--- src/rtl/ruler_search_sequencer.sv ---
// ruler_search_sequencer
//   Top-level controller for the optimal Golomb ruler search. It activates
//   one mark counter at a time. Each invocation receives an index, a start
//   value and the current length limit. The controller consumes each
//   verdict, records every complete ruler it finds, and tightens the limit
//   after each one.
//
// Ports
//   clock            rising-edge clock
//   reset            synchronous, active-low reset
//   start            begin a search (honoured only in IDLE or DONE)
//   mc_ready         ready of the currently enabled mark counter
//   mc_next_enabled  next mark index reported by the active counter
//   mc_next_start    next start value reported by the active counter
//   marks_flat       current mark positions, mark k at [k*VW +: VW]
//   enabled          index of the active mark
//   start_value      start value handed to the active mark
//   request          one-cycle take-control pulse
//   limit            current exclusive length bound
//   found            one-cycle pulse when a complete ruler is recorded
//   found_length     length of the last ruler found
//   busy             search in progress
//   done             search exhausted (held until start or reset)
//   err              protocol violation (held until start or reset)
//   steps            completed counter invocations, saturating
module ruler_search_sequencer #(
   parameter int NUM_MARKS  = 5,
   parameter int VW         = 8,
   parameter int LW         = 4,
   parameter int INIT_LIMIT = 12
) (
   input  logic                    clock,
   input  logic                    reset,
   input  logic                    start,
   input  logic                    mc_ready,
   input  logic [LW-1:0]           mc_next_enabled,
   input  logic [VW-1:0]           mc_next_start,
   input  logic [NUM_MARKS*VW-1:0] marks_flat,
   output logic [LW-1:0]           enabled,
   output logic [VW-1:0]           start_value,
   output logic                    request,
   output logic [VW-1:0]           limit,
   output logic                    found,
   output logic [VW-1:0]           found_length,
   output logic                    busy,
   output logic                    done,
   output logic                    err,
   output logic [31:0]             steps
);

   localparam logic [2:0] IDLE       = 3'd0;
   localparam logic [2:0] ISSUE      = 3'd1;
   localparam logic [2:0] WAIT_BUSY  = 3'd2;
   localparam logic [2:0] WAIT_READY = 3'd3;
   localparam logic [2:0] DONE       = 3'd4;

   localparam logic [LW-1:0] MARK_CNT  = LW'(NUM_MARKS);
   localparam logic [LW-1:0] LAST_MARK = LW'(NUM_MARKS - 1);
   localparam logic [VW-1:0] LIMIT_0   = VW'(INIT_LIMIT);

   logic [2:0]    state;
   logic [VW-1:0] last_mark_pos;

   // Only the outermost mark defines a ruler's length; the others are
   // read solely by the counters.
   logic unused_inner_marks;

   assign last_mark_pos      = marks_flat[(NUM_MARKS-1)*VW +: VW];
   assign unused_inner_marks = ^marks_flat[(NUM_MARKS-1)*VW-1:0];

   function automatic logic [31:0] sat_inc(input logic [31:0] v);
      return (v == 32'hFFFF_FFFF) ? v : v + 32'd1;
   endfunction

   always_ff @(posedge clock) begin
      if (!reset) begin
         state        <= IDLE;
         enabled      <= '0;
         start_value  <= '0;
         request      <= 1'b0;
         limit        <= LIMIT_0;
         found        <= 1'b0;
         found_length <= '0;
         busy         <= 1'b0;
         done         <= 1'b0;
         err          <= 1'b0;
         steps        <= '0;
      end else begin
         // request and found are single-cycle strobes
         request <= 1'b0;
         found   <= 1'b0;
         case (state)
            IDLE, DONE: begin
               if (start) begin
                  enabled      <= LW'(1);
                  start_value  <= VW'(1);
                  limit        <= LIMIT_0;
                  steps        <= '0;
                  found_length <= '0;
                  done         <= 1'b0;
                  err          <= 1'b0;
                  busy         <= 1'b1;
                  state        <= ISSUE;
               end
            end
            ISSUE: begin
               request <= 1'b1;
               state   <= WAIT_BUSY;
            end
            WAIT_BUSY: begin
               // counter acknowledges by dropping ready; no timeout by design
               if (!mc_ready) state <= WAIT_READY;
            end
            WAIT_READY: begin
               if (mc_ready) begin
                  steps <= sat_inc(steps);
                  if (mc_next_enabled == '0) begin
                     busy  <= 1'b0;
                     done  <= 1'b1;
                     state <= DONE;
                  end else if (mc_next_enabled == MARK_CNT) begin
                     // complete ruler: it becomes the new exclusive bound and
                     // the last mark keeps climbing from the reported start
                     found        <= 1'b1;
                     found_length <= last_mark_pos;
                     limit        <= last_mark_pos;
                     enabled      <= LAST_MARK;
                     start_value  <= mc_next_start;
                     state        <= ISSUE;
                  end else if (mc_next_enabled < MARK_CNT) begin
                     enabled     <= mc_next_enabled;
                     start_value <= mc_next_start;
                     state       <= ISSUE;
                  end else begin
                     err   <= 1'b1;
                     busy  <= 1'b0;
                     done  <= 1'b1;
                     state <= DONE;
                  end
               end
            end
            default: state <= IDLE;
         endcase
      end
   end

endmodule

--- config.mk ---
export PLATFORM = sky130hd
export DESIGN_NAME = ruler_search_sequencer
export DESIGN_NICKNAME = d
export VERILOG_FILES = /design/src/rtl/ruler_search_sequencer.sv
export SDC_FILE = /design/constraint.sdc
export NUM_CORES = 1
export LEC_CHECK = 0
export ABC_AREA = 1
export BUFFER_PORTS_ARGS = -buffer_cell sky130_fd_sc_hd__buf_2
export CELL_PAD_IN_SITES_DETAIL_PLACEMENT = 1
export CELL_PAD_IN_SITES_GLOBAL_PLACEMENT = 2
export CORE_AREA = 3 3 120 122
export DETAILED_ROUTE_END_ITERATION = 8
export DIE_AREA = 0 0 123 125
export PLACE_DENSITY_LB_ADDON = 0.1
export SLEW_MARGIN = 15
export SYNTH_ARGS = -nofsm -noshare
export SYNTH_HDL_FRONTEND = slang
export SYNTH_SLANG_ARGS = --single-unit
--- constraint.sdc ---
create_clock -name clock -period 5.1 [get_ports clock]
set_input_delay 0.765 -clock clock [delete_from_list [all_inputs] [get_ports clock]]
set_output_delay 0.765 -clock clock [all_outputs]
set_load 0.02 [all_outputs]
==> results of run 1 <==
[cell usage after synthesis (all sizes together)]
cell	number	share of area
o21ai	39	0.058
nand2	151	0.17
ha	1	0.0037
nand3	41	0.063
and2	1	0.0019
dfxtp	62	0.37
inv	53	0.059
o21bai	2	0.0045
nor3b	1	0.0022
buf	13	0.029
nor2	108	0.13
clkinv	1	0.0011
a31oi	2	0.0037
clkbuf	10	0.011
nor3	4	0.0060
o21a	1	0.0022
xnor2	4	0.010
a21oi	49	0.073
nand4	2	0.0037
[cell families after synthesis]
group,after synthesis,share of synthesized area
compound gates,93,0.141
buf+inv,77,0.101
flops,62,0.369
fa+ha+maj,1,0.00372
simple gates,308,0.374
xor+xnor,4,0.0104
[layout make-up]
| class | count | share of cell area |
|---|---|---|
| Clock buffer | 11 | 0.0579 |
| Clock inverter | 4 | 0.0113 |
| Inverter | 54 | 0.0484 |
| Multi-Input combinational cell | 406 | 0.425 |
| Sequential cell | 62 | 0.296 |
| Tap cell | 176 | 0.0525 |
| Timing Repair Buffer | 90 | 0.109 |
[power by group]
group	total, mW	switching, mW	internal (mW)
Sequential	0.595	0.0359	0.559
Combinational	0.653	0.485	0.168
Clock	0.615	0.228	0.387
Total	1.86	0.750	1.11
[worst min path at each step]
stage / cells after the start / slack [ns] / end
final: 2 / 0.44 / enabled[3]
after global placement: 2 / 0.43 / enabled[3]
after detailed placement: 2 / 0.43 / enabled[3]
after global routing: 2 / 0.50 / enabled[3]
after floorplan: 2 / 0.47 / state[2]
after CTS: 2 / 0.44 / enabled[3]
[metrics by stage]
| stage | instances | total power [mW] | utilization | setup WS, ns |
|---|---|---|---|---|
| 4_1_cts | 803 | 1.91 | 0.315 | 2.25 |
| 3_5_place_dp | 788 | 1.28 | 0.293 | 2.26 |
| 3_3_place_gp | 788 | 1.27 | 0.293 | 2.27 |
| 2_1_floorplan | 545 | 1.09 | - | 3.25 |
| 5_1_grt | 803 | 2.00 | 0.315 | 2.02 |
| 6_report | 803 | 1.86 | 0.315 | 2.35 |
[tightest hold or removal path, delay by kind of cell (launching register included)]
kind             cells  cell delay, ns
DFF                  1            0.30
and+or+nand+nor      2            0.09
[layer usage]
| layer | part of all wire | track usage | routed length [um] | vias to the layer above |
|---|---|---|---|---|
| met4 | 0.011 | 0.0410 | 133 | 0 |
| li1 | - | - | - | 1882 |
| met3 | 0.047 | 0.0533 | 571 | 14 |
| met5 | 0 | 0 | 0 | - |
| met1 | 0.45 | 0.191 | 5410 | 1700 |
| met2 | 0.49 | 0.285 | 5930 | 52 |
[sequential cells by signal, indices dropped and copies added (netlist names), 2 cells and up]
register      cells
steps            32
limit             8
start_value       8
enabled           4
state             3
found_length      2
==> flow_summary.json, run 1 <==
{
  "status": "completed",
  "overflow": 0,
  "cts_tree": "yes",
  "max-slew-margin-rel": 0.261,
  "worstSetupStartpointType": "flip-flop",
  "finalCriticalPeriod_ns": 2.75,
  "reg2regPathDepth": 9,
  "cts_root_buf": "clkbuf_16",
  "port_buffers": 88,
  "cts_sinks": 62,
  "drv_cap": 0,
  "layout_commonest_cell": "nand2_1",
  "cts_buffer_depth": 2,
  "drcViolationCount": 0,
  "endpoint": "start_value[0]",
  "drt_iter0_markers": 165,
  "avgSynthCellArea_sq_um": 6.17,
  "core_sq_mm": 0.0133,
  "drtAntennaViolNets": 0,
  "via_count": 3648,
  "cts-htree-levels": 3,
  "crit_path_cell_trace": "nand2_1 -> nor2_2 -> buf_4 -> nand2_1 -> nand2_1 -> nand2_1 -> nand2_1 -> o21ai_0 -> a21oi_1",
  "stdcell_area_sq_mm": 0.00419,
  "rr_endpoint": "start_value[0]",
  "worst_path_max_delay_cell": "nor2_2",
  "fp.dieArea_sq_mm": 0.0154,
  "rr_startpoint": "state[0]",
  "worstMarginPinSlew_ns": 1.11,
  "vias_per_cell": 4.54,
  "finClkSkew_ns": 0.0102,
  "fmax_mhz": 364,
  "reg2reg_setup_slack_ns": 2.35,
  "grt_pass1_wl_mm": 19.5,
  "crit_start": "state[0]",
  "initial_utilization": 0.253,
  "synthesis.area_sq_mm": 0.00336,
  "min_from": "enabled[3]",
  "place_area_sq_mm": 0.00390,
  "max_stage_delay_ns": 0.55,
  "n_antenna_cell": 0,
  "slew_violations": 0,
  "grt_max_degree": 31,
  "critPathMaxFanout": 28,
  "power.leakage_nw": 1.73,
  "drt_pass1_iterations": 4,
  "row_count": 42,
  "post_cts_buffers": 0,
  "grt.total_usage": 0.163,
  "ys_ff_latch": 62,
  "path_depth": 9,
  "path_class": "reg2reg",
  "nets": 680,
  "final_cell_mix": "nand2_1 (148), nor2_1 (103), buf_2 (88), dfxtp_1 (62), inv_1 (51)",
  "yosysUniqueCellTypes": 26,
  "cp_data_required_time_ns": 5.36,
  "holdWs_ns": 0.438,
  "p_per_area_mw_per_mm2": 445,
  "routedWlPerCell_um": 15.0,
  "cts_hold_buffers": 0,
  "fillers": 1727,
  "cp.arrival_ns": 3.01,
  "ir_worst_vdd_mv": 0.207,
  "mappedNetlistNets": 602,
  "drive_gt1_frac": 0.183,
  "die_w_um": 123,
  "cts_resized": 0,
  "hpwl_mm": 8.88,
  "path_delay_family": "simple AND/OR/NAND/NOR gates",
  "min_path_type": "reg2reg",
  "ys_seq_area_frac": 0.369,
  "place.gp.congestion": 0.781,
  "clock_latency_ns": 0.34,
  "rsz0062_at_grt": "no",
  "die_height_um": 125,
  "path_buf_inv": 1,
  "seqCellArea_sq_mm": 0.00124,
  "multiInputGateArea_sq_mm": 0.00178,
  "io_pins": 121,
  "setup_violations": 0,
  "routed_wl_mm": 12.0,
  "ys_warn_count": 0,
  "final_hold_viol_count": 0,
  "cts_buffers": 9,
  "tns_ns": 0,
  "grt_pass1_vias": 3815,
  "critPathCaptureType": "flip-flop",
  "postSynthCellCount": 545,
  "fin_crit_sh": 0.539,
  "crit_top_cell": "nand2_1",
  "clk_pin_slew_ns": 0.05,
  "syn2layout_area_growth_pct": 24.7,
  "antenna_found_initial": 0
}
(Power assumes the default switching activity.)
==> run 2, diff against run 1 <==
- clock period: 5.1 -> 2.7 ns (I/O delays scaled with it)
==> run 2 against run 1 <==
Net effect: clock power grew 87%; final cell count grew 1.0%; hold slack worse by 0.13 ns; total power grew 91%; first-iteration DRC count decreased by 21%; sequential share of layout area shrank 0.42 points; die area unchanged; via count rose by 1.2%; sequential power rose by 88%; utilization increased by 0.45 points; design area increased by 1.4%; register-to-register slack got worse by 1.9 ns; critical endpoint is now steps[28]; largest cell class unchanged; highest routed layer unchanged.
==> flow_summary.json, run 2 (same netlist as run 1, synthesis figures left out) <==
{
  "min_path_type": "in2reg",
  "path_buf_inv": 1,
  "seqCellArea_sq_mm": 0.00124,
  "largest_reg_flops": 32,
  "max_stage_delay_ns": 0.38,
  "grt_pass1_vias": 3906,
  "cp_data_required_time_ns": 2.91,
  "drt_iter0_markers": 130,
  "drtAntennaViolNets": 0,
  "worstMarginPinSlew_ns": 0.527,
  "p_per_area_mw_per_mm2": 835,
  "die_w_um": 123,
  "grt_max_degree": 31,
  "top_register": "steps",
  "grt.total_usage": 0.162,
  "initial_utilization": 0.253,
  "grt_pass1_wl_mm": 19.7,
  "crit_path_cell_trace": "nand2_1 -> nor2_2 -> a21oi_1 -> nor2_2 -> nand2_2 -> inv_2 -> nor2_1 -> nor2_1 -> nor2_1",
  "drive_gt1_frac": 0.194,
  "rsz0062_at_grt": "no",
  "cts_tree": "yes",
  "overflow": 0,
  "finalCriticalPeriod_ns": 2.24,
  "path_delay_family": "simple AND/OR/NAND/NOR gates",
  "routedWlPerCell_um": 14.8,
  "path_class": "reg2reg",
  "worstSetupStartpointType": "flip-flop",
  "crit_top_cell": "nor2_1",
  "cts_sinks": 62,
  "holdWs_ns": 0.304,
  "drt_pass1_iterations": 4,
  "slew_violations": 0,
  "tns_ns": 0,
  "cts_buffers": 9,
  "max-slew-margin-rel": 0.647,
  "nets": 688,
  "largest_registers": "steps: 32 flops, limit: 8 flops, start_value: 8 flops",
  "fillers": 1750,
  "drv_cap": 0,
  "via_count": 3693,
  "cts-htree-levels": 3,
  "place.gp.congestion": 0.782,
  "fp.dieArea_sq_mm": 0.0154,
  "cts_root_buf": "clkbuf_16",
  "dp_cells": 796,
  "worst_path_max_delay_cell": "dfxtp_1",
  "fin_crit_sh": 0.830,
  "fmax_mhz": 446,
  "finClkSkew_ns": 0.00707,
  "cts_hold_buffers": 0,
  "io_pins": 121,
  "critPathCaptureType": "flip-flop",
  "die_height_um": 125,
  "row_count": 42,
  "fin_cells": 811,
  "critPathMaxFanout": 18,
  "cts_buffer_depth": 2,
  "cts_resized": 0,
  "routed_wl_mm": 12.0,
  "antenna_found_initial": 0,
  "clock_latency_ns": 0.34,
  "port_buffers": 88,
  "syn2layout_area_growth_pct": 26.5,
  "hpwl_mm": 9.17,
  "core_sq_mm": 0.0133,
  "multiInputGateArea_sq_mm": 0.00178,
  "final_cell_mix": "nand2_1 (148), nor2_1 (103), buf_2 (88), dfxtp_1 (62), inv_1 (51)",
  "final_hold_viol_count": 0,
  "setup_violations": 0,
  "post_cts_buffers": 0,
  "n_antenna_cell": 0,
  "cp.arrival_ns": 2.45,
  "clk_pin_slew_ns": 0.05,
  "ir_worst_vdd_mv": 0.507,
  "reg2reg_setup_slack_ns": 0.46,
  "drcViolationCount": 0,
  "power.leakage_nw": 1.77,
  "status": "completed",
  "vias_per_cell": 4.55,
  "layout_commonest_cell": "nand2_1"
}
## run 2: changes by cell type in the layout (fill, tap and decap cells not counted), sizes merged
cell / delta
buf: +8
## run 2: path summary, 6_finish.rpt
check | start | endpoint | cells after the start
worst min-delay path | mc_next_start[1] | start_value[1] | 3
worst min register to register | enabled[3] | enabled[3] | 2
worst max register to register | state[1] | steps[28] | 9
worst max-delay path | state[1] | steps[28] | 9
## run 2: worst min-delay path: cells and delay by family
family / cells / cell delay, ns
AOI/OAI and AO/OA: 1 / 0.05
buffers and inverters: 1 / 0.08
and+or+nand+nor: 1 / 0.07
## run 2: stage by stage
step,worst slack [ns],power (mW),utilization,area [sq um]
floorplan,0.853,2.07,-,3360
CTS,0.409,3.64,0.320,4250
finish,0.459,3.55,0.320,4250
detailed placement,0.423,2.45,0.298,3960
global placement,0.454,2.44,0.298,3960
global route,0.202,3.82,0.320,4250
## run 2: final cells by class
class / instances / share of cell area
tap: 176 / 0.0518
timing repair buffer: 98 / 0.121
sequential: 62 / 0.292
clock buffer: 11 / 0.0571
clock inverter: 4 / 0.0112
inverter: 54 / 0.0477
multi-input combinational: 406 / 0.419
## run 2: layer usage
metal  global-route usage  part of all wire  vias up  wire (um)
li1                     -                 -     1894          -
met1                0.191              0.44     1723       5230
met2                0.286              0.50       70       6040
met3               0.0515             0.053        6        633
met4               0.0365            0.0094        0        113
met5                    0                 0        -          0
## run 2: report_power, final
part | internal (mW) | switching, mW | leakage, nW
clock network | 0.731 | 0.420 | 0.141
registers | 1.06 | 0.0674 | 0.503
logic | 0.357 | 0.920 | 1.13
total | 2.14 | 1.41 | 1.77
